===== config.mk =====
export PLATFORM = sky130hd
export DESIGN_NAME = pipe_hazard_sched
export DESIGN_NICKNAME = d
export VERILOG_FILES = /design/src/rtl/pipe_pkg.sv /design/src/rtl/hazard_cmp.sv /design/src/rtl/pipe_hazard_sched.sv
export SDC_FILE = /design/constraint.sdc
export NUM_CORES = 1
export LEC_CHECK = 0
export ABC_CLOCK_PERIOD_IN_PS = 6800
export CAP_MARGIN = 40
export CORE_ASPECT_RATIO = 1.4
export CORE_MARGIN = 4
export CORE_UTILIZATION = 53
export DETAILED_ROUTE_END_ITERATION = 12
export PLACE_DENSITY_LB_ADDON = 0.25
export SLEW_MARGIN = 20
export SYNTH_ARGS = -nofsm -noshare
export SYNTH_HDL_FRONTEND = slang
export SYNTH_HIERARCHICAL = 1
export SYNTH_SLANG_ARGS = --single-unit

===== constraint.sdc =====
create_clock -name clk -period 6.8 [get_ports clk]
set_input_delay 1.36 -clock clk [delete_from_list [all_inputs] [get_ports clk]]
set_output_delay 1.36 -clock clk [all_outputs]
set_load 0.005 [all_outputs]

===== src/rtl/pipe_pkg.sv =====
// Shared types and constants for the 5-stage pipeline interlock scheduler.
package pipe_pkg;

  localparam logic [4:0] REG_ZERO = 5'd0;

  localparam int unsigned S_EX      = 0;
  localparam int unsigned S_MEM     = 1;
  localparam int unsigned S_WB      = 2;
  localparam int unsigned NUM_SLOTS = 3;

  typedef struct packed {
    logic       v;
    logic       we;
    logic [4:0] dst;
  } slot_t;

  localparam slot_t SLOT_EMPTY = '{v: 1'b0, we: 1'b0, dst: REG_ZERO};

  // A slot only matters if it holds a real instruction that writes a non-$0 register.
  function automatic logic slot_live(slot_t s);
    return s.v && s.we && (s.dst != REG_ZERO);
  endfunction

endpackage


===== src/rtl/hazard_cmp.sv =====
// Compares one source register address against one shadow slot.
module hazard_cmp
  import pipe_pkg::*;
(
  input  slot_t      slot,
  input  logic [4:0] addr,
  output logic       hit
);

  assign hit = slot_live(slot) && (addr == slot.dst);

endmodule


===== src/rtl/pipe_hazard_sched.sv =====
// RAW interlock scheduler: tracks EX/MEM/WB destinations and stalls ID on a dependency.
module pipe_hazard_sched
  import pipe_pkg::*;
#(
  parameter bit          WB_BYPASS = 1'b1,
  parameter int unsigned CNT_W     = 16,
  parameter int unsigned MAX_STALL = 3
) (
  input  logic             clk,
  input  logic             rst,
  input  logic             id_valid,
  input  logic [4:0]       id_src_addr,
  input  logic [4:0]       id_tar_addr,
  input  logic             id_uses_src,
  input  logic             id_uses_tar,
  input  logic [4:0]       id_dst_addr,
  input  logic             id_reg_write,
  output logic             stall,
  output logic             bubble,
  output logic [CNT_W-1:0] stall_cnt,
  output logic [CNT_W-1:0] retire_cnt,
  output logic             err
);

  localparam int unsigned     RUN_W   = $clog2(MAX_STALL + 2);
  localparam logic [RUN_W-1:0] RUN_MAX = RUN_W'(MAX_STALL);
  localparam logic [RUN_W-1:0] RUN_TOP = RUN_W'(MAX_STALL + 1);

  slot_t                slot_q [NUM_SLOTS];
  logic [NUM_SLOTS-1:0] src_hit;
  logic [NUM_SLOTS-1:0] tar_hit;
  logic [NUM_SLOTS-1:0] stage_en;
  logic                 src_haz;
  logic                 tar_haz;
  logic [CNT_W-1:0]     stall_cnt_q;
  logic [CNT_W-1:0]     retire_cnt_q;
  logic [RUN_W-1:0]     run_q;
  logic                 err_q;

  for (genvar s = 0; s < NUM_SLOTS; s++) begin : g_cmp
    hazard_cmp u_src_cmp (
      .slot (slot_q[s]),
      .addr (id_src_addr),
      .hit  (src_hit[s])
    );
    hazard_cmp u_tar_cmp (
      .slot (slot_q[s]),
      .addr (id_tar_addr),
      .hit  (tar_hit[s])
    );
  end

  always_comb begin
    stage_en        = '1;
    // With write-before-read in the RF, WB results are already visible to ID.
    stage_en[S_WB]  = ~WB_BYPASS;
    src_haz = id_valid && id_uses_src && (id_src_addr != REG_ZERO) && (|(src_hit & stage_en));
    tar_haz = id_valid && id_uses_tar && (id_tar_addr != REG_ZERO) && (|(tar_hit & stage_en));
    stall   = (src_haz || tar_haz) && !rst;
  end

  assign bubble     = stall;
  assign stall_cnt  = stall_cnt_q;
  assign retire_cnt = retire_cnt_q;
  assign err        = err_q;

  always_ff @(posedge clk) begin
    if (rst) begin
      for (int i = 0; i < NUM_SLOTS; i++) begin
        slot_q[i] <= SLOT_EMPTY;
      end
      stall_cnt_q  <= '0;
      retire_cnt_q <= '0;
      run_q        <= '0;
      err_q        <= 1'b0;
    end else begin
      slot_q[S_WB]  <= slot_q[S_MEM];
      slot_q[S_MEM] <= slot_q[S_EX];
      if (stall) begin
        slot_q[S_EX] <= SLOT_EMPTY;
      end else begin
        slot_q[S_EX] <= '{v: id_valid, we: id_reg_write, dst: id_dst_addr};
      end

      if (stall && (stall_cnt_q != '1)) begin
        stall_cnt_q <= stall_cnt_q + 1'b1;
      end
      if (slot_q[S_WB].v && (retire_cnt_q != '1)) begin
        retire_cnt_q <= retire_cnt_q + 1'b1;
      end

      // Run counter saturates one past the limit so it can never wrap back into range.
      if (stall) begin
        if (run_q != RUN_TOP) begin
          run_q <= run_q + 1'b1;
        end
        if (run_q >= RUN_MAX) begin
          err_q <= 1'b1;
        end
      end else begin
        run_q <= '0;
      end
    end
  end

endmodule

* Yosys cells after proc, flatten, opt, wreduce, memory -nomap -nowiden
Memories as Yosys holds them, arrays and structs flattened.
Cells that the tools add are included.
** Word-level totals
- Register bits after elaboration :: 36
- Memories kept :: 1
- Input bits :: 21
- Output and inout bits :: 35
- RAM bits :: 21
- Logic and storage cells :: 61
** Operators by class
- $add $sub $neg :: 3
- Bitwise operators :: 5
- Order comparisons :: 1
- Multiplexer cells :: 13
- Eq/ne operators :: 7
- Reduce and logical (&&, ||, !) cells :: 27
** Memories
- slot_q :: words 3, width 7, read ports 3, clocked after Yosys merged registers in 0, wr ports 3, line pipe_hazard_sched.sv:29 : slot_t slot_q [NUM_SLOTS];
** Operators with widths (count)
- adder 16 x 1 -> 16 bit (second input constant) :: 2
- != test 16 bit (second input constant) :: 2
- 2-to-1 mux 7 bit :: 4
- equality test 5 bit :: 4
- nonzero test 5 bit :: 4
- logical AND 1 bit :: 17
- 2-to-1 mux 1 bit :: 9
- OR reduction 2 bit :: 3
- bitwise OR 1 bit :: 4
- adder 3 x 1 -> 3 bit (second input constant) :: 1
- greater-or-equal comparator 3 x 2 -> 1 bit (second input constant) :: 1
- != test 3 bit (second input constant) :: 1
- AND reduction 2 bit :: 1
- logical NOT 1 bit :: 1
- logical OR 1 bit :: 1
- inverter 1 bit :: 1

* Depth between registers and ports, before layout
An unclocked memory read counts as a cell.
- Word-level depth :: 13
- Mapped depth :: 9
- Gate-level depth less buffers :: 7

* Cells and area by module
Netlist, hierarchy kept.
** Modules (own cells, without submodules)
- pipe_hazard_sched :: area each 2422.3 um^2, instances 1, cells each 244, sequential area each 1171.1 um^2
- hazard_cmp :: area each 76.3 um^2, instances 4, cells each 10, sequential area each 0.0 um^2

* Worst setup path after synthesis
No wires, ideal clock.
- Path kind :: input-to-output
- Start point :: input id_src_addr[0]
- End point :: output stall
- Path buffers :: 3
- Stages on the path :: 9
- Path slack :: 2.710 ns
- Required time :: 5.440 ns
- Arrival time :: 2.730 ns
- Cell sequence :: xnor2_1 o2111ai_1 nor3b_2 o211ai_1 o22a_4 buf_6 buf_6 nor2_1 buf_4
** Between the ends
- Word-level cells in the longest chain between the ends :: 6
- Elaborated cells on any way between the ends :: 10
- Classes of those cells :: eq/ne (2); reduce/logical (8)
** RTL lines
- from (decl) :: line pipe_hazard_sched.sv:12 : input logic [4:0] id_src_addr,
- equality test 5 bit :: line hazard_cmp.sv:10 : assign hit = slot_live(slot) && (addr == slot.dst);
- logical AND 1 bit :: line hazard_cmp.sv:10
- named net src_hit[1] :: line pipe_hazard_sched.sv:30 : logic [NUM_SLOTS-1:0] src_hit;
- OR reduction 2 bit :: line pipe_hazard_sched.sv:57 : src_haz = id_valid && id_uses_src && (id_src_addr != REG_ZERO) && (|(src_hit & stage_en));
- logical AND 1 bit :: line pipe_hazard_sched.sv:57
- logical OR 1 bit :: line pipe_hazard_sched.sv:59 : stall = (src_haz || tar_haz) && !rst;
- logical AND 1 bit :: line pipe_hazard_sched.sv:59
- to (decl) :: line pipe_hazard_sched.sv:18 : output logic stall,
The timed path passes the listed nets, and every way through them passes these cells.

* Worst setup path after layout
- Start point :: input id_src_addr[0]
- End point :: output bubble
** Between the ends
- Word-level cells in the longest chain between the ends :: 6
- Elaborated cells on any way between the ends :: 10
- Classes of those cells :: eq/ne (2); reduce/logical (8)
** RTL lines
- equality test 5 bit :: line hazard_cmp.sv:10
- logical AND 1 bit :: line hazard_cmp.sv:10
- named net src_hit[1] :: line pipe_hazard_sched.sv:30
- OR reduction 2 bit :: line pipe_hazard_sched.sv:57
- logical AND 1 bit :: line pipe_hazard_sched.sv:57
- logical OR 1 bit :: line pipe_hazard_sched.sv:59
- logical AND 1 bit :: line pipe_hazard_sched.sv:59
- to (decl) :: line pipe_hazard_sched.sv:19 : output logic bubble,
The timed path passes the listed nets, and every way through them passes these cells.

==> impl_metrics.prom <==
# TYPE chip_impl_metric gauge
chip_impl_metric{name="postSynthRegisterBits",unit=""} 51
chip_impl_metric{name="chipHeight",unit="um"} 92.9
chip_impl_info{name="clock_tree.root_cell",value="clkbuf_8"} 1
chip_impl_metric{name="gpl.final_weighted_congestion",unit=""} 0.828
chip_impl_metric{name="drive_gt1_share",unit="%"} 6.52
chip_impl_info{name="worst_setup_path_start_kind",value="primary input"} 1
chip_impl_metric{name="detailed_place.area",unit="um2"} 3360
chip_impl_metric{name="synth-compound-area-share",unit="%"} 12.4
chip_impl_metric{name="design.core.area",unit="um2"} 4920
chip_impl_metric{name="drt_first_pass_iters",unit=""} 4
chip_impl_metric{name="clock_latency",unit="ns"} 0.30
chip_impl_metric{name="io_buffer_count",unit=""} 55
chip_impl_metric{name="first_iter_violations",unit=""} 125
chip_impl_info{name="timing.critical_path.to_type",value="output pin"} 1
chip_impl_metric{name="timing.final.setup_violations",unit=""} 0
chip_impl_metric{name="residual_drc_count",unit=""} 0
chip_impl_metric{name="diodes",unit=""} 0
chip_impl_info{name="outcome",value="complete, no violations"} 1
chip_impl_metric{name="cts.hold.buffers_added",unit=""} 0
chip_impl_metric{name="synth.mux.area_fraction",unit="%"} 0.734
chip_impl_metric{name="finalCoreUtilization",unit="%"} 70.7
chip_impl_info{name="startpoint_of_the_tightest_hold_check_path",value="err$_SDFFE_PP0P_"} 1
chip_impl_metric{name="fmaxAchievable",unit="GHz"} 0.198
chip_impl_metric{name="gr-usage-met2",unit="%"} 33.0
chip_impl_metric{name="fin_nets",unit=""} 378
chip_impl_metric{name="fp.dieArea",unit="um2"} 6370
chip_impl_metric{name="critPathArrivalTime",unit="ns"} 3.68
chip_impl_metric{name="drt-vias-per-instance",unit=""} 5.79
chip_impl_info{name="tritoncts",value="done"} 1
chip_impl_info{name="worstHoldPathType",value="flip-flop to flip-flop"} 1
chip_impl_metric{name="min_clock_period_post_route",unit="ns"} 5.04
chip_impl_metric{name="post_synth_inst_count",unit=""} 284
chip_impl_metric{name="final_hold_viol_count",unit=""} 0
chip_impl_metric{name="cts_resized",unit=""} 0
chip_impl_metric{name="final_antenna_net_count",unit=""} 0
chip_impl_metric{name="area.growth.synth_to_final",unit="%"} 27.4
chip_impl_metric{name="rows",unit=""} 30
chip_impl_metric{name="netlist.area_leader.share",unit="%"} 26.4
chip_impl_metric{name="vias",unit=""} 2414
chip_impl_info{name="critical_path.startpoint",value="id_src_addr[0]"} 1
chip_impl_info{name="synth_largest_area_cell",value="dfxtp_1"} 1
chip_impl_metric{name="synth_async_sr_flop_share",unit="%"} 0
chip_impl_metric{name="timing_worst_slew_pin_value",unit="ns"} 0.514
chip_impl_metric{name="final_cells",unit=""} 417
chip_impl_metric{name="fin_setup_tns",unit="ns"} 0
chip_impl_metric{name="drv_cap",unit=""} 0
chip_impl_info{name="unrepaired_setup_endpoints_after_global_routing",value="no"} 1
chip_impl_metric{name="grt_pass1_wl",unit="mm"} 10.3
chip_impl_metric{name="maximum_number_of_pins_on_one_net_before_global_route_repair",unit=""} 47
chip_impl_metric{name="worst-r2r-setup-slack",unit="ns"} 4.44
chip_impl_metric{name="stdcell_area",unit="um2"} 3470
chip_impl_metric{name="synth_edf_count",unit=""} 15
chip_impl_metric{name="floorplan.initialDensity",unit="%"} 55.5
chip_impl_metric{name="die_w",unit="um"} 68.6
chip_impl_metric{name="syn_avg_cell_area",unit="um2"} 9.60
chip_impl_metric{name="irDropWorstVdd",unit="V"} 0.0000935
chip_impl_metric{name="skew",unit="ns"} 0.00295
chip_impl_metric{name="synth-seq-area-share",unit="%"} 42.9
chip_impl_metric{name="groute.layer.met1.usage",unit="%"} 25.8
chip_impl_metric{name="synth-simple-area-share",unit="%"} 29.7
chip_impl_info{name="worst-setup-path-type",value="primary input to output pin"} 1
chip_impl_metric{name="synth_xor_xnor_area_share",unit="%"} 8.67
chip_impl_metric{name="post_synth_adder_cell_area",unit="%"} 2.29
chip_impl_metric{name="antenna_found_initial",unit=""} 0
chip_impl_metric{name="globalRouteTotalUtil",unit="%"} 20.6
chip_impl_info{name="synth.top_cells.by_area",value="dfxtp_1 26%, edfxtp_1 17%, xnor2_1 8.0%, a21oi_1 3.3%, nor2_1 3.2%"} 1
chip_impl_metric{name="slew_headroom",unit="%"} 64.9
chip_impl_metric{name="power_per_cell_area",unit="nW/um2"} 167
chip_impl_metric{name="numCtsBuffers",unit=""} 5
chip_impl_info{name="crit-reg2reg-launch",value="slot_q[0][7]$_SDFFCE_PN0P_"} 1
chip_impl_metric{name="detail_route.wl_per_cell",unit="um"} 14.7
chip_impl_metric{name="yosys_warnings",unit=""} 6
chip_impl_metric{name="critical_path_maximum_fanout",unit=""} 28
chip_impl_metric{name="slew_viol_final",unit=""} 0
chip_impl_metric{name="first_global_vias",unit=""} 2283
chip_impl_metric{name="use_met3",unit="%"} 4.61
chip_impl_metric{name="clk_transition_reported_paths",unit="ns"} 0.09
chip_impl_metric{name="mappedNetlistArea",unit="um2"} 2730
chip_impl_info{name="synth-main-ff-cell",value="dfxtp_1"} 1
chip_impl_metric{name="cts.htree.levels",unit=""} 2
chip_impl_metric{name="post_cts_setup_repair_bufs",unit=""} 0
chip_impl_info{name="globalRoute.busiestLayer",value="met2"} 1
chip_impl_metric{name="clock_sink_total",unit=""} 51
chip_impl_metric{name="drt-total-wl",unit="mm"} 6.14
chip_impl_metric{name="critical_path_required",unit="ns"} 5.44
chip_impl_metric{name="netlist-cell-type-count",unit=""} 49
chip_impl_metric{name="post-route-period-util",unit="%"} 74.1
chip_impl_metric{name="static_leakage_power",unit="nW"} 1.14
chip_impl_metric{name="hpwlAfterDp",unit="mm"} 4.43
chip_impl_metric{name="cts.path.max_buffers",unit=""} 2
chip_impl_metric{name="number_of_placed_cells_counting_well_taps",unit=""} 409
chip_impl_metric{name="pin_count",unit=""} 56
chip_impl_metric{name="global_route.overflow_total",unit=""} 0
chip_impl_info{name="synth_top_family_by_area",value="simple AND/OR/NAND/NOR gates"} 1
==> sequential cells by signal, indices dropped and copies added, names as in the netlist <==
register	count
err	1
slot_q	15
run_q	3
retire_cnt	16
stall_cnt	16
==> cell families after synthesis <==
| logic type | count (synthesis) |
|---|---|
| XOR/XNOR | 27 |
| multiplexers | 2 |
| adder cells (fa/ha/maj) | 5 |
| AND/OR/NAND/NOR | 128 |
| other | 1 |
| flip-flops | 51 |
| AO/OA/AOI/OAI | 53 |
| buffers and inverters | 17 |
==> through the flow <==
| stage | power [mW] | setup WS [ns] | hold slack (ns) |
|---|---|---|---|
| 6_report | 0.579 | 1.76 | 0.477 |
| 5_1_grt | 0.601 | 1.65 | 0.535 |
| 3_5_place_dp | 0.383 | 1.78 | 0.469 |
| 2_1_floorplan | 0.359 | 2.71 | 0.460 |
| 3_3_place_gp | 0.382 | 1.85 | 0.455 |
| 4_1_cts | 0.584 | 1.76 | 0.490 |
==> final cells by class <==
type / count / area [um2]
Fill cell: 391 / 1440
Tap cell: 64 / 80.1
Timing Repair Buffer: 56 / 558
Sequential cell: 51 / 1170
Inverter: 8 / 30.0
Clock inverter: 1 / 5.00
Multi-Input combinational cell: 230 / 1520
Clock buffer: 7 / 108
==> synthesized netlist by cell type (4+ instances only) <==
cell type and instances:
dfxtp_1 36, xnor2_1 25, nor2_1 23, a21oi_1 18, edfxtp_1 15, nand3_1 14
nand4_1 11, or3_1 10, o21ai_1 9, and2_1 8, inv_1 8, nor2b_1 8
nor3_1 8, and3_1 7, o21ai_0 7, and4_1 6, nand2_1 6, clkbuf_1 5
ha_1 5, nor4_1 5, nor3b_2 4, o2111ai_1 4
==> placed cells by master (no fill, tap or decap), types with 8 or more instances in the layout <==
cell type	instances
nor3_1	8
nor2b_1	8
dfxtp_1	36
o21ai_1	9
clkdlybuf4s50_1	55
a21oi_1	18
and2_1	8
nor2_1	23
nand4_1	11
inv_1	8
or3_1	10
xnor2_1	25
edfxtp_1	15
conb_1	15
nand3_1	14
==> critical path, stage by stage <==
cell and delay [ns]:
clkdlybuf4s50_1 0.54, xnor2_1 0.14, o2111ai_1 0.15, nor3b_2 0.21, o211ai_1 0.17, o22a_4 0.36, nor2_1 0.17, clkdlybuf4s50_1 0.55
==> report_power, final <==
| group | internal [mW] | switching [mW] | total (mW) |
|---|---|---|---|
| Sequential | 0.320 | 0.00870 | 0.329 |
| Clock | 0.104 | 0.0991 | 0.203 |
| Combinational | 0.0261 | 0.0207 | 0.0468 |
==> metal layers <==
metal,part of all wire (%),up-vias
met3,4.4,17
li1,-,1180
met5,0,-
met2,50,71
met4,2.3,0
met1,43,1146
==> worst paths after layout <==
kind,end,cells after the start
setup / recovery,bubble,8
hold / removal,err$_SDFFE_PP0P_,2
setup reg to reg,stall_cnt[10]$_SDFFE_PP0P_,7
hold reg to reg,err$_SDFFE_PP0P_,2
(Power assumes the default switching activity.)
